`src/rtl/piso_crc_buffer_pkg.sv`:
```
// Shared types and constants for the PISO frame buffer with optional CRC-16 trailer.
// The CRC trailer is built only when PISO_CRC_APPEND_EN is defined.
package piso_crc_buffer_pkg;

    localparam int unsigned DATA_BYTES_DEF = 16;
    localparam int unsigned CRC_BYTES      = 2;
    localparam int unsigned FRAME_LEN_DEF  = DATA_BYTES_DEF + CRC_BYTES;
    localparam logic [15:0] CRC_POLY_DEF   = 16'h1021;
    localparam logic [15:0] CRC_INIT_DEF   = 16'hFFFF;

`ifdef PISO_CRC_APPEND_EN
    typedef enum logic [1:0] {
        IDLE  = 2'd0,
        CALC  = 2'd1,
        SHIFT = 2'd2,
        EMPTY = 2'd3
    } state_e;
`else
    typedef enum logic [1:0] {
        IDLE  = 2'd0,
        SHIFT = 2'd2,
        EMPTY = 2'd3
    } state_e;
`endif

    // Frame length in bytes for a payload of data_bytes, with or without the CRC trailer.
    function automatic int unsigned frame_len(input int unsigned data_bytes, input logic with_crc);
        return with_crc ? data_bytes + CRC_BYTES : data_bytes;
    endfunction

endpackage

```
`src/rtl/piso_crc_buffer_crc16_byte_step.sv`:
```
// One-byte CRC-16 update, MSB-first, no reflection; purely combinational.
module crc16_byte_step
    import piso_crc_buffer_pkg::*;
#(
    parameter logic [15:0] POLY = CRC_POLY_DEF
) (
    input  logic [15:0] crc_in,
    input  logic [7:0]  byte_in,
    output logic [15:0] crc_out
);

    logic [15:0] c;

    always_comb begin
        c = crc_in ^ {byte_in, 8'h00};
        for (int i = 0; i < 8; i++) begin
            c = c[15] ? ((c << 1) ^ POLY) : (c << 1);
        end
        crc_out = c;
    end

endmodule

```
`src/rtl/piso_crc_buffer.sv`:
```
// Byte-wide parallel-in/serial-out frame buffer feeding a UART data register.
// Define PISO_CRC_APPEND_EN to compute and append a CRC-16 trailer (CALC state).
module piso_crc_buffer
    import piso_crc_buffer_pkg::*;
#(
    parameter int unsigned DATA_BYTES = DATA_BYTES_DEF,
    parameter logic [15:0] CRC_POLY   = CRC_POLY_DEF,
    parameter logic [15:0] CRC_INIT   = CRC_INIT_DEF
) (
    input  logic                      clk,
    input  logic                      reset,
    input  logic                      PISO_reset,
    input  logic                      PISO_load,
    input  logic                      en_crc,
    input  logic                      hold,
    input  logic [8*DATA_BYTES-1:0]   data_in,
    output logic [7:0]                byte_out,
    output logic                      byte_valid,
    output logic                      PISO_empty,
    output logic                      busy,
    output logic [15:0]               crc_out
);

    localparam int unsigned FRAME_LEN = frame_len(DATA_BYTES, 1'b1);
    localparam int unsigned PTR_W     = $clog2(FRAME_LEN + 1);

    state_e                    state_q, state_d;
    logic [PTR_W-1:0]          ptr_q, ptr_d;
    logic [8*DATA_BYTES-1:0]   data_q, data_d;
    logic [7:0]                byte_out_q, byte_out_d;
    logic                      byte_valid_q, byte_valid_d;
    logic                      empty_q, empty_d;

    logic [7:0]                pay_byte_c;
    logic                      pop_ok_c;
    logic [7:0]                pop_byte_c;
    logic [PTR_W-1:0]          last_ptr_c;
    logic                      pop_state_c;

    // Payload byte addressed by the read pointer (byte 0 at the MSB end).
    always_comb begin
        pay_byte_c = 8'h00;
        for (int k = 0; k < int'(DATA_BYTES); k++) begin
            if (ptr_q == PTR_W'(k)) pay_byte_c = data_q[8*(int'(DATA_BYTES)-1-k) +: 8];
        end
    end

`ifdef PISO_CRC_APPEND_EN
    localparam int unsigned IDX_W = $clog2(DATA_BYTES);

    logic                      busy_q, busy_d;
    logic [15:0]               crc_out_q, crc_out_d;
    logic [15:0]               crc_acc_q, crc_acc_d;
    logic [IDX_W-1:0]          calc_idx_q, calc_idx_d;
    logic                      with_crc_q, with_crc_d;
    logic [7:0]                calc_byte_c;
    logic [15:0]               crc_step_c;

    always_comb begin
        calc_byte_c = 8'h00;
        for (int k = 0; k < int'(DATA_BYTES); k++) begin
            if (calc_idx_q == IDX_W'(k)) calc_byte_c = data_q[8*(int'(DATA_BYTES)-1-k) +: 8];
        end
    end

    crc16_byte_step #(
        .POLY (CRC_POLY)
    ) u_crc_step (
        .crc_in  (crc_acc_q),
        .byte_in (calc_byte_c),
        .crc_out (crc_step_c)
    );

    // CRC trailer bytes only become poppable once the CRC is final.
    always_comb begin
        pop_ok_c    = 1'b0;
        pop_byte_c  = pay_byte_c;
        pop_state_c = (state_q == CALC) || (state_q == SHIFT);
        last_ptr_c  = with_crc_q ? PTR_W'(FRAME_LEN - 1) : PTR_W'(DATA_BYTES - 1);
        if (ptr_q < PTR_W'(DATA_BYTES)) begin
            pop_ok_c = 1'b1;
        end else if (!busy_q) begin
            pop_ok_c   = 1'b1;
            pop_byte_c = (ptr_q == PTR_W'(DATA_BYTES)) ? crc_out_q[15:8] : crc_out_q[7:0];
        end
    end

    assign busy    = busy_q;
    assign crc_out = crc_out_q;
`else
    logic unused_cfg;

    always_comb begin
        pop_ok_c    = 1'b1;
        pop_byte_c  = pay_byte_c;
        pop_state_c = (state_q == SHIFT);
        last_ptr_c  = PTR_W'(DATA_BYTES - 1);
    end

    assign unused_cfg = ^{en_crc, CRC_POLY, CRC_INIT};
    assign busy       = 1'b0;
    assign crc_out    = 16'h0000;
`endif

    always_comb begin
        state_d      = state_q;
        ptr_d        = ptr_q;
        data_d       = data_q;
        byte_out_d   = byte_out_q;
        byte_valid_d = byte_valid_q;
        empty_d      = empty_q;
`ifdef PISO_CRC_APPEND_EN
        busy_d       = busy_q;
        crc_out_d    = crc_out_q;
        crc_acc_d    = crc_acc_q;
        calc_idx_d   = calc_idx_q;
        with_crc_d   = with_crc_q;
`endif
        if (PISO_reset) begin
            state_d      = IDLE;
            ptr_d        = '0;
            byte_out_d   = 8'h00;
            byte_valid_d = 1'b0;
            empty_d      = 1'b1;
`ifdef PISO_CRC_APPEND_EN
            busy_d       = 1'b0;
            crc_out_d    = 16'h0000;
            calc_idx_d   = '0;
            with_crc_d   = 1'b0;
`endif
        end else if (PISO_load) begin
            data_d       = data_in;
            ptr_d        = '0;
            byte_valid_d = 1'b0;
            empty_d      = 1'b0;
`ifdef PISO_CRC_APPEND_EN
            crc_out_d    = 16'h0000;
            crc_acc_d    = CRC_INIT;
            calc_idx_d   = '0;
            with_crc_d   = en_crc;
            busy_d       = en_crc;
            state_d      = en_crc ? CALC : SHIFT;
`else
            state_d      = SHIFT;
`endif
        end else begin
`ifdef PISO_CRC_APPEND_EN
            if (state_q == CALC) begin
                crc_acc_d = crc_step_c;
                if (calc_idx_q == IDX_W'(DATA_BYTES - 1)) begin
                    crc_out_d = crc_step_c;
                    busy_d    = 1'b0;
                    state_d   = SHIFT;
                end else begin
                    calc_idx_d = calc_idx_q + IDX_W'(1);
                end
            end
`endif
            if (!hold && pop_state_c && pop_ok_c) begin
                byte_out_d   = pop_byte_c;
                byte_valid_d = 1'b1;
                ptr_d        = ptr_q + PTR_W'(1);
                if (ptr_q == last_ptr_c) begin
                    state_d = EMPTY;
                    empty_d = 1'b1;
                end
            end
        end
    end

    always_ff @(posedge clk) begin
        if (reset) begin
            state_q      <= IDLE;
            ptr_q        <= '0;
            data_q       <= '0;
            byte_out_q   <= 8'h00;
            byte_valid_q <= 1'b0;
            empty_q      <= 1'b1;
`ifdef PISO_CRC_APPEND_EN
            busy_q       <= 1'b0;
            crc_out_q    <= 16'h0000;
            crc_acc_q    <= 16'h0000;
            calc_idx_q   <= '0;
            with_crc_q   <= 1'b0;
`endif
        end else begin
            state_q      <= state_d;
            ptr_q        <= ptr_d;
            data_q       <= data_d;
            byte_out_q   <= byte_out_d;
            byte_valid_q <= byte_valid_d;
            empty_q      <= empty_d;
`ifdef PISO_CRC_APPEND_EN
            busy_q       <= busy_d;
            crc_out_q    <= crc_out_d;
            crc_acc_q    <= crc_acc_d;
            calc_idx_q   <= calc_idx_d;
            with_crc_q   <= with_crc_d;
`endif
        end
    end

    assign byte_out   = byte_out_q;
    assign byte_valid = byte_valid_q;
    assign PISO_empty = empty_q;

endmodule

```
`config.mk`:
```
export PLATFORM = sky130hd
export DESIGN_NAME = piso_crc_buffer
export DESIGN_NICKNAME = d
export VERILOG_FILES = /design/src/rtl/piso_crc_buffer_pkg.sv /design/src/rtl/piso_crc_buffer_crc16_byte_step.sv /design/src/rtl/piso_crc_buffer.sv
export SDC_FILE = /design/constraint.sdc
export NUM_CORES = 1
export LEC_CHECK = 0
export CAP_MARGIN = 0
export CELL_PAD_IN_SITES_DETAIL_PLACEMENT = 1
export CELL_PAD_IN_SITES_GLOBAL_PLACEMENT = 1
export CORE_MARGIN = 1
export CORE_UTILIZATION = 36
export CTS_CLUSTER_SIZE = 16
export DETAILED_ROUTE_END_ITERATION = 6
export PLACE_DENSITY = 0.85
export SETUP_SLACK_MARGIN = 0.1
export SYNTH_ARGS = -nofsm -noshare
export SYNTH_HDL_FRONTEND = slang
export SYNTH_HIERARCHICAL = 1
export SYNTH_SLANG_ARGS = --single-unit
```
`constraint.sdc`:
```
create_clock -name clk -period 2.7 [get_ports clk]
set_input_delay 0.54 -clock clk [delete_from_list [all_inputs] [get_ports clk]]
set_output_delay 0.54 -clock clk [all_outputs]
set_load 0.01 [all_outputs]
```
==> results.md, run 1 <==
- Number of synthesized register bits: 145
- Amount of wire on met2 after detailed routing: 10.6 mm
- Max Fclk: roughly 410 MHz
- Number of inserted filler cells in the final layout: 2237
- Total count of hold-check failures in the final report: 0
- Period Utilization, post-route: roughly nine tenths
- Dominant cell by count in the synthesized netlist: sky130_fd_sc_hd__nand2_1
- Portion of the post-synthesis area used by sequential elements: a little over two fifths
- Hold path endpoint: data_q[96]
- Width of the die: 140 um
- Starting density of the core: 37.3%
- Max-slew violations: 0
- Tightest Pin Transition: 628 ps
- RePlAce Congestion: about 0.92
- Pin count of the biggest net entering global routing: 130
- DRC violation count after routing: 0
- Critical path type: reg2reg
- Largest vdd supply drop: slightly above 0.4 mV
- Endpoint of the lowest-slack register-to-register path: byte_out[6]
- Post-route setup TNS: 0 ps
- Post-DP Area: 8440 um^2
- Area share of the largest cell type after synthesis: ~43%
- Outcome: complete, no violations
- Unrepaired setup endpoints after global routing: no
- Total wire length after detailed routing: 22.4 mm
- Critical path startpoint category: flop
- Sequential cell area in the final layout: approximately 2900 um^2
- Class of the worst hold path: reg2reg
- H-tree levels: 4
- Max Used Layer: met4
- I/O Pins: 161
- CORE AREA: approximately 18000 um^2
- Routed vias/inst: between 5 and 6
- Wire length on met1: around 10 mm
- Clock edge transition at the registers on the reported setup and hold paths: 60 ps
- Post-route antenna net violation count: 0
- Sequential share of power: between 40 and 50%
- Number of buffer cells added on primary ports: between 100 and 150
- Startpoint of the worst register-to-register path: ptr_q[0]
- Antenna fix cells: 0
- Final setup violation count: 0
- Standard-cell rows: 49
- Sw Pwr: between 1 and 1.5 mW
- Clock Latency Late Sink: ~430 ps
- Cell at the root of the clock tree: sky130_fd_sc_hd__clkbuf_16
- Post-route cell area: just over 9000 um^2
- Number of optimization iterations in the first detailed-route pass: 5
- Worst reg-to-reg setup slack: approximately 270 ps
- Multi-input gate area: 3520 um^2
- Layout Skew: around 5.3 ps
- Mean routed wirelength per cell: approximately 17 um
- Final core occ: between 40% and 50%
- First-pass GRT wire length: roughly 35 mm
- Net count of the finished layout: between 1000 and 1500
- Part of the power in combinational logic: under 10%
- GRT Overall Usage: a little under a quarter
- Asr flop ratio synth: 0%
- Number of antenna violations at the first check in global routing: 0
- Peak fanout along the critical path: 9
- CP Data Required Time: 3010 ps
- Pwr Density: roughly 570 nW/um^2
- Hold bufs inserted after CTS: 0
- Area of the mapped netlist: about 6800 um^2
- Count of mapped cells out of synthesis: a little over 900
- Proportion of layout cells with a drive suffix above 1: between 8 and 9%
- Met3 wirelength from detailed routing: approximately 1.1 mm
- Leakage power figure: approximately 3.3 nW
- Number of warning messages in the yosys log: 6
- Number of global-route vias before repair: about 6800
- Hold path startpoint: data_q[96]
- Length in cells of the worst reg-to-reg path: 10
- Minimum clock period after layout: approximately 2400 ps
- Primary flip-flop cell chosen by synthesis mapping: sky130_fd_sc_hd__dfxtp_1
- Arr. time, crit path: between 2000 and 3000 ps
- Number of enable-type register cells in the synthesized netlist: 0
- Top post-synthesis cells by area: sky130_fd_sc_hd__dfxtp_1 43%, sky130_fd_sc_hd__nand2_1 16%, sky130_fd_sc_hd__a21oi_1 12%
- Gr ovfl total: 0
- Clock buffer depth: 2
- First-iteration detailed-routing DRC count: 513
- Synthesized area per cell: 7.40 um^2
- DP Wirelength: approximately 16 mm
- Number of library cell types mapped by synthesis: 68
- Number of sinks handled by clock tree synthesis: approximately 150
- Area enclosed by the die boundary: slightly below 20000 um^2
- Relative slew margins: a little under 60%
- Fraction of power consumed by the clock network: between 40% and 50%
- Cell Int Power: ~4.0 mW
- Element type at the critical path end: flop
- Cell taking the most area after synthesis: sky130_fd_sc_hd__dfxtp_1
- Number of CTS-inserted buffers: 17
- Area growth from synthesis to layout: 32.9%
- Overall via count from detail_route: 6753
- Commonest cells in the synthesized netlist: 293 x sky130_fd_sc_hd__nand2_1, 166 x sky130_fd_sc_hd__a21oi_1, 145 x sky130_fd_sc_hd__dfxtp_1
- Number of max-cap violations: 0
- Die height: between 100 and 150 um
- Switching part of the total: between 20% and 30%
- CTS tree: built
- Worst hold path cell count: 2
[per-layer routing]
metal / GRT usage [%] / up-vias
li1: - / 3342
met1: 30.0 / 3195
met3: 4.54 / 30
met2: 38.4 / 186
met4: 9.08 / 0
met5: 0 / -
[power by group through the flow]
stage / Combinational, mW / Clock, mW / Sequential (mW)
floorplan: 0.243 / 0 / 2.31
global placement: 0.489 / 0 / 2.34
detailed placement: 0.502 / 0 / 2.34
CTS: 0.508 / 2.41 / 2.29
global route: 0.555 / 2.51 / 2.30
finish: 0.504 / 2.38 / 2.30
[worst max path at each step]
stage	start	to	slack, ps	cells past startpoint
floorplan	ptr_q[0]	byte_out[2]	330	10
global placement	ptr_q[0]	byte_out[6]	230	8
detailed placement	ptr_q[0]	byte_out[6]	60	10
CTS	ptr_q[0]	byte_out[6]	110	10
global route	ptr_q[0]	byte_out[6]	170	10
finish	ptr_q[0]	byte_out[6]	270	10
[cell families (layout without fill, tap and decap cells)]
family,count (synthesis),in the layout,synth area share [%]
flops,145,145,42.6
other cells,1,17,0.0551
simple gates,395,395,25.0
buf+inv,98,217,6.98
xor+xnor,3,3,0.386
compound gates,273,273,24.1
fa+ha+maj,5,5,0.918
[sequential cells by signal, indices dropped and copies added (netlist names)]
name        count
PISO_empty      1
ptr_q           5
state_q         2
data_q        128
byte_out        8
byte_valid      1
[worst max-delay path, stage by stage (launching register included)]
cell and delay, ps:
sky130_fd_sc_hd__dfxtp_1 360, sky130_fd_sc_hd__inv_1 100, sky130_fd_sc_hd__ha_1 200, sky130_fd_sc_hd__clkinv_1 270
sky130_fd_sc_hd__buf_4 270, sky130_fd_sc_hd__o21a_1 160, sky130_fd_sc_hd__a22oi_1 200, sky130_fd_sc_hd__nor2_1 100
sky130_fd_sc_hd__a2111oi_2 380, sky130_fd_sc_hd__buf_4 190, sky130_fd_sc_hd__o41ai_1 70
[area by class of cell]
cell class	instances	area share, %
clock inverter	9	1.15
timing repair buffer	172	18.7
multi-input combinational	693	38.8
tap	229	3.16
inverter	13	0.580
clock buffer	23	5.50
sequential	145	32.1
[per-stage QoR]
stage	hold slack [ps]	worst slack (ps)	total power, mW	instances
3_5_place_dp	451	55.2	2.84	1252
4_1_cts	459	111	5.22	1284
2_1_floorplan	431	330	2.55	936
3_3_place_gp	443	231	2.83	1252
6_report	456	265	5.18	1284
5_1_grt	467	168	5.37	1284
[layout by cell type (no fill, tap or decap), types with 3 or more instances in the layout]
master and instances:
sky130_fd_sc_hd__nand2_1 293, sky130_fd_sc_hd__a21oi_1 166, sky130_fd_sc_hd__dfxtp_1 145, sky130_fd_sc_hd__clkdlybuf4s50_1 141, sky130_fd_sc_hd__nor2_1 33, sky130_fd_sc_hd__o21ai_0 30
sky130_fd_sc_hd__buf_4 27, sky130_fd_sc_hd__conb_1 17, sky130_fd_sc_hd__clkbuf_16 17, sky130_fd_sc_hd__nand3_1 11, sky130_fd_sc_hd__inv_1 9, sky130_fd_sc_hd__nor3_1 9
sky130_fd_sc_hd__o211ai_1 9, sky130_fd_sc_hd__and3_1 8, sky130_fd_sc_hd__a22oi_1 7, sky130_fd_sc_hd__nand2b_1 7, sky130_fd_sc_hd__o22ai_1 6, sky130_fd_sc_hd__nand3b_1 5
sky130_fd_sc_hd__o22a_1 5, sky130_fd_sc_hd__clkbuf_8 5, sky130_fd_sc_hd__nor2b_1 4, sky130_fd_sc_hd__a211oi_1 4, sky130_fd_sc_hd__ha_1 4, sky130_fd_sc_hd__clkinv_2 4
sky130_fd_sc_hd__buf_12 4, sky130_fd_sc_hd__a2111oi_2 3, sky130_fd_sc_hd__a22o_1 3, sky130_fd_sc_hd__o31a_1 3, sky130_fd_sc_hd__clkinvlp_4 3, sky130_fd_sc_hd__a221oi_1 3
sky130_fd_sc_hd__a21o_1 3, sky130_fd_sc_hd__a2bb2oi_1 3, sky130_fd_sc_hd__o21ai_1 3, sky130_fd_sc_hd__a221o_1 3
[repair_timing]
item / 4_1_cts / 5_1_grt
endpoints found under the setup margin: 1 / 7
hold endpoints to repair: 0 / 0
setup buffers: 0 / 0
gates resized for setup: 1 / 3
(Power assumes the default switching activity.)
==> run 2: changes to the inputs <==
Settings changed: CAP_MARGIN 0 to 30, CORE_MARGIN 1 to 10, CORE_UTILIZATION 36 to 45, DONT_BUFFER_PORTS from default to 1, PLACE_DENSITY 0.85 to 0.83.
==> run 2 against run 1 <==
Net effect: via count decreased by 7.7%; global-route usage decreased by 2.1 points; combinational power decreased by 49%; critical endpoint is now byte_out[7]; largest cell class unchanged.
==> results.md, run 2 (synthesis results as in run 1) <==
- Outcome: complete, no violations
- Startpoint of the worst register-to-register path: ptr_q[0]
- Tightest Pin Transition: ~670 ps
- Setup bufs post-CTS: 0
- Class of the worst hold path: in2reg
- Max-slew violations: 0
- Die height: roughly 140 um
- Proportion of layout cells with a drive suffix above 1: 8.71%
- First-pass GRT wire length: 34.3 mm
- Area enclosed by the die boundary: roughly 20000 um^2
- Arr. time, crit path: about 2800 ps
- Top cell by count, worst path: sky130_fd_sc_hd__buf_4
- Number of CTS-inserted buffers: 17
- Final setup violation count: 0
- Relative slew margins: a little under three fifths
- Length in cells of the worst reg-to-reg path: 9
- GRT Overall Usage: a little over a fifth
- CTS tree: built
- Most frequent cells in the layout: 293 x sky130_fd_sc_hd__nand2_1, 166 x sky130_fd_sc_hd__a21oi_1, 145 x sky130_fd_sc_hd__dfxtp_1
- Pin count of the biggest net entering global routing: about 130
- First-iteration detailed-routing DRC count: around 470
- Most frequent standard cell in the layout excluding fill and tap cells: sky130_fd_sc_hd__nand2_1
- Peak fanout along the critical path: 14
- Antenna fix cells: 0
- Period Utilization, post-route: between 90 and 100%
- Power after layout: slightly below 5 mW
- Width of the die: ~140 um
- Total wire length after detailed routing: 21.9 mm
- Pwr Density: 662 nW/um^2
- CP Data Required Time: approximately 3000 ps
- Gr ovfl total: 0
- Area growth from synthesis to layout: 10.3%
- Net count of the finished layout: just over 1000
- Critical path startpoint category: flop
- RePlAce Congestion: just over 0.9
- DP Wirelength: 15.9 mm
- Number of global-route vias before repair: between 6000 and 7000
- Post-route setup TNS: 0 ps
- Hold path startpoint: reset
- Most flops, register: data_q
- Largest vdd supply drop: 0.455 mV
- Clock Latency Late Sink: between 400 and 500 ps
- Crit path cell chain: ha_1, buf_4, buf_4, nand2_1, o21ai_0, a21oi_2, a221oi_2, o21ai_1, a41oi_2
- Routed vias/inst: between 5 and 6
- Number of sinks handled by clock tree synthesis: between 100 and 150
- Cell class contributing the biggest share of worst-path delay: compound AO/OA/AOI/OAI gates
- Minimum clock period after layout: 2490 ps
- H-tree levels: 4
- Number of optimization iterations in the first detailed-route pass: 5
- Post-route cell area: ~7500 um^2
- Number of flip-flops in the largest register: 128
- Endpoint of the lowest-slack register-to-register path: byte_out[7]
- Delay of the slowest cell on the worst path: 470 ps
- Worst hold path cell count: 1
- Cell at the root of the clock tree: sky130_fd_sc_hd__clkbuf_16
- Starting density of the core: roughly 46%
- Layout Skew: around 9.1 ps
- Post-route antenna net violation count: 0
- DRC violation count after routing: 0
- Leakage power figure: roughly 2.7 nW
- Hold path endpoint: data_q[8]
- Final cell count without fillers: around 1100
- Worst path bufs/invs: 2
- Element type at the critical path end: flop
- Post-DP Area: between 6000 and 7000 um^2
- I/O Pins: 161
- CORE AREA: about 15000 um^2
- Worst reg-to-reg setup slack: 210 ps
- Cell with the biggest individual delay on the critical path: sky130_fd_sc_hd__ha_1
- Crit. Startpoint: ptr_q[0]
- Overall via count from detail_route: ~6200
- Number of buffer cells added on primary ports: 0
- Standard-cell rows: between 40 and 50
- Number of max-cap violations: 0
- Placed Cells incl. Taps: around 1100
- Max Fclk: roughly 400 MHz
- Hold bufs inserted after CTS: 0
- Total count of hold-check failures in the final report: 0
- Mean routed wirelength per cell: about 20 um
- Unrepaired setup endpoints after global routing: yes
- Clock edge transition at the registers on the reported setup and hold paths: 60 ps
- Number of antenna violations at the first check in global routing: 0
- Critical path type: reg2reg
- Clock buffer depth: 2
==> run 2: cell count changes in the layout (fill, tap and decap cells not counted) <==
cell,before,now
sky130_fd_sc_hd__clkdlybuf4s50_1,141,0
sky130_fd_sc_hd__clkbuf_8,5,1
sky130_fd_sc_hd__clkinvlp_4,3,2
sky130_fd_sc_hd__clkinv_4,1,4
sky130_fd_sc_hd__ha_2,1,2
sky130_fd_sc_hd__buf_12,4,2
sky130_fd_sc_hd__buf_4,27,22
sky130_fd_sc_hd__ha_1,4,3
sky130_fd_sc_hd__bufinv_16,2,3
sky130_fd_sc_hd__inv_6,0,1
==> run 2: worst register-to-register path, delay by kind of cell (launching register included) <==
family	cells	cell delay (ps)
and+or+nand+nor	1	50
AOI/OAI and AO/OA	5	1000
buffers and inverters	2	440
adders and majority gates	1	470
DFF	1	440
==> run 2: cell type report <==
cell class	count	area (um^2)
clock buffers	19	443
clock inverters	13	161
fillers	1844	7180
inverters	13	52.6
multi-input cells	693	3520
flip-flops and latches	145	2900
well taps	184	230
repair buffers	24	205
==> run 2: what timing repair did <==
| item | in CTS | in global routing |
|---|---|---|
| pin swaps | 0 | 0 |
| gates resized for setup | 1 | 4 |
| cloned | 0 | 0 |
| hold endpoints to repair | 0 | 0 |
| setup endpoints to repair | 1 | 5 |
==> run 2: per-stage QoR <==
stage / hold WS (ps) / worst slack (ps) / utilization, %
2_1_floorplan: 431 / 330 / -
3_3_place_gp: 438 / 171 / 46.9
3_5_place_dp: 443 / 74.5 / 46.9
4_1_cts: 170 / 131 / 51.0
5_1_grt: 162 / 59.1 / 51.1
6_report: 186 / 211 / 51.1
==> run 2: worst max-delay path by stage <==
stage | slack [ps] | endpoint | depth (start not counted)
after detailed placement | 70 | byte_out[6] | 7
after floorplan | 330 | byte_out[2] | 10
after global placement | 170 | byte_out[6] | 7
after global routing | 60 | byte_out[6] | 8
after CTS | 130 | byte_out[6] | 7
final | 210 | byte_out[7] | 9
==> run 2: per-layer routing <==
| layer | track usage, % | share of wire (%) | wire, um | up-vias |
|---|---|---|---|---|
| met5 | 0 | 0 | 0 | - |
| met4 | 6.62 | 1.9 | 414 | 0 |
| met3 | 7.43 | 7.7 | 1690 | 30 |
| met2 | 32.7 | 46 | 10000 | 172 |
| met1 | 27.1 | 45 | 9770 | 2983 |
| li1 | - | - | - | 3046 |
==> run 2: where the power goes <==
group          total (mW)  switching (mW)  leakage, nW  internal, mW
Combinational       0.256           0.163         1.22        0.0930
Sequential           2.30          0.0648         1.18          2.23
Clock                2.42           0.942        0.297          1.48
Total                4.97            1.17         2.70          3.80
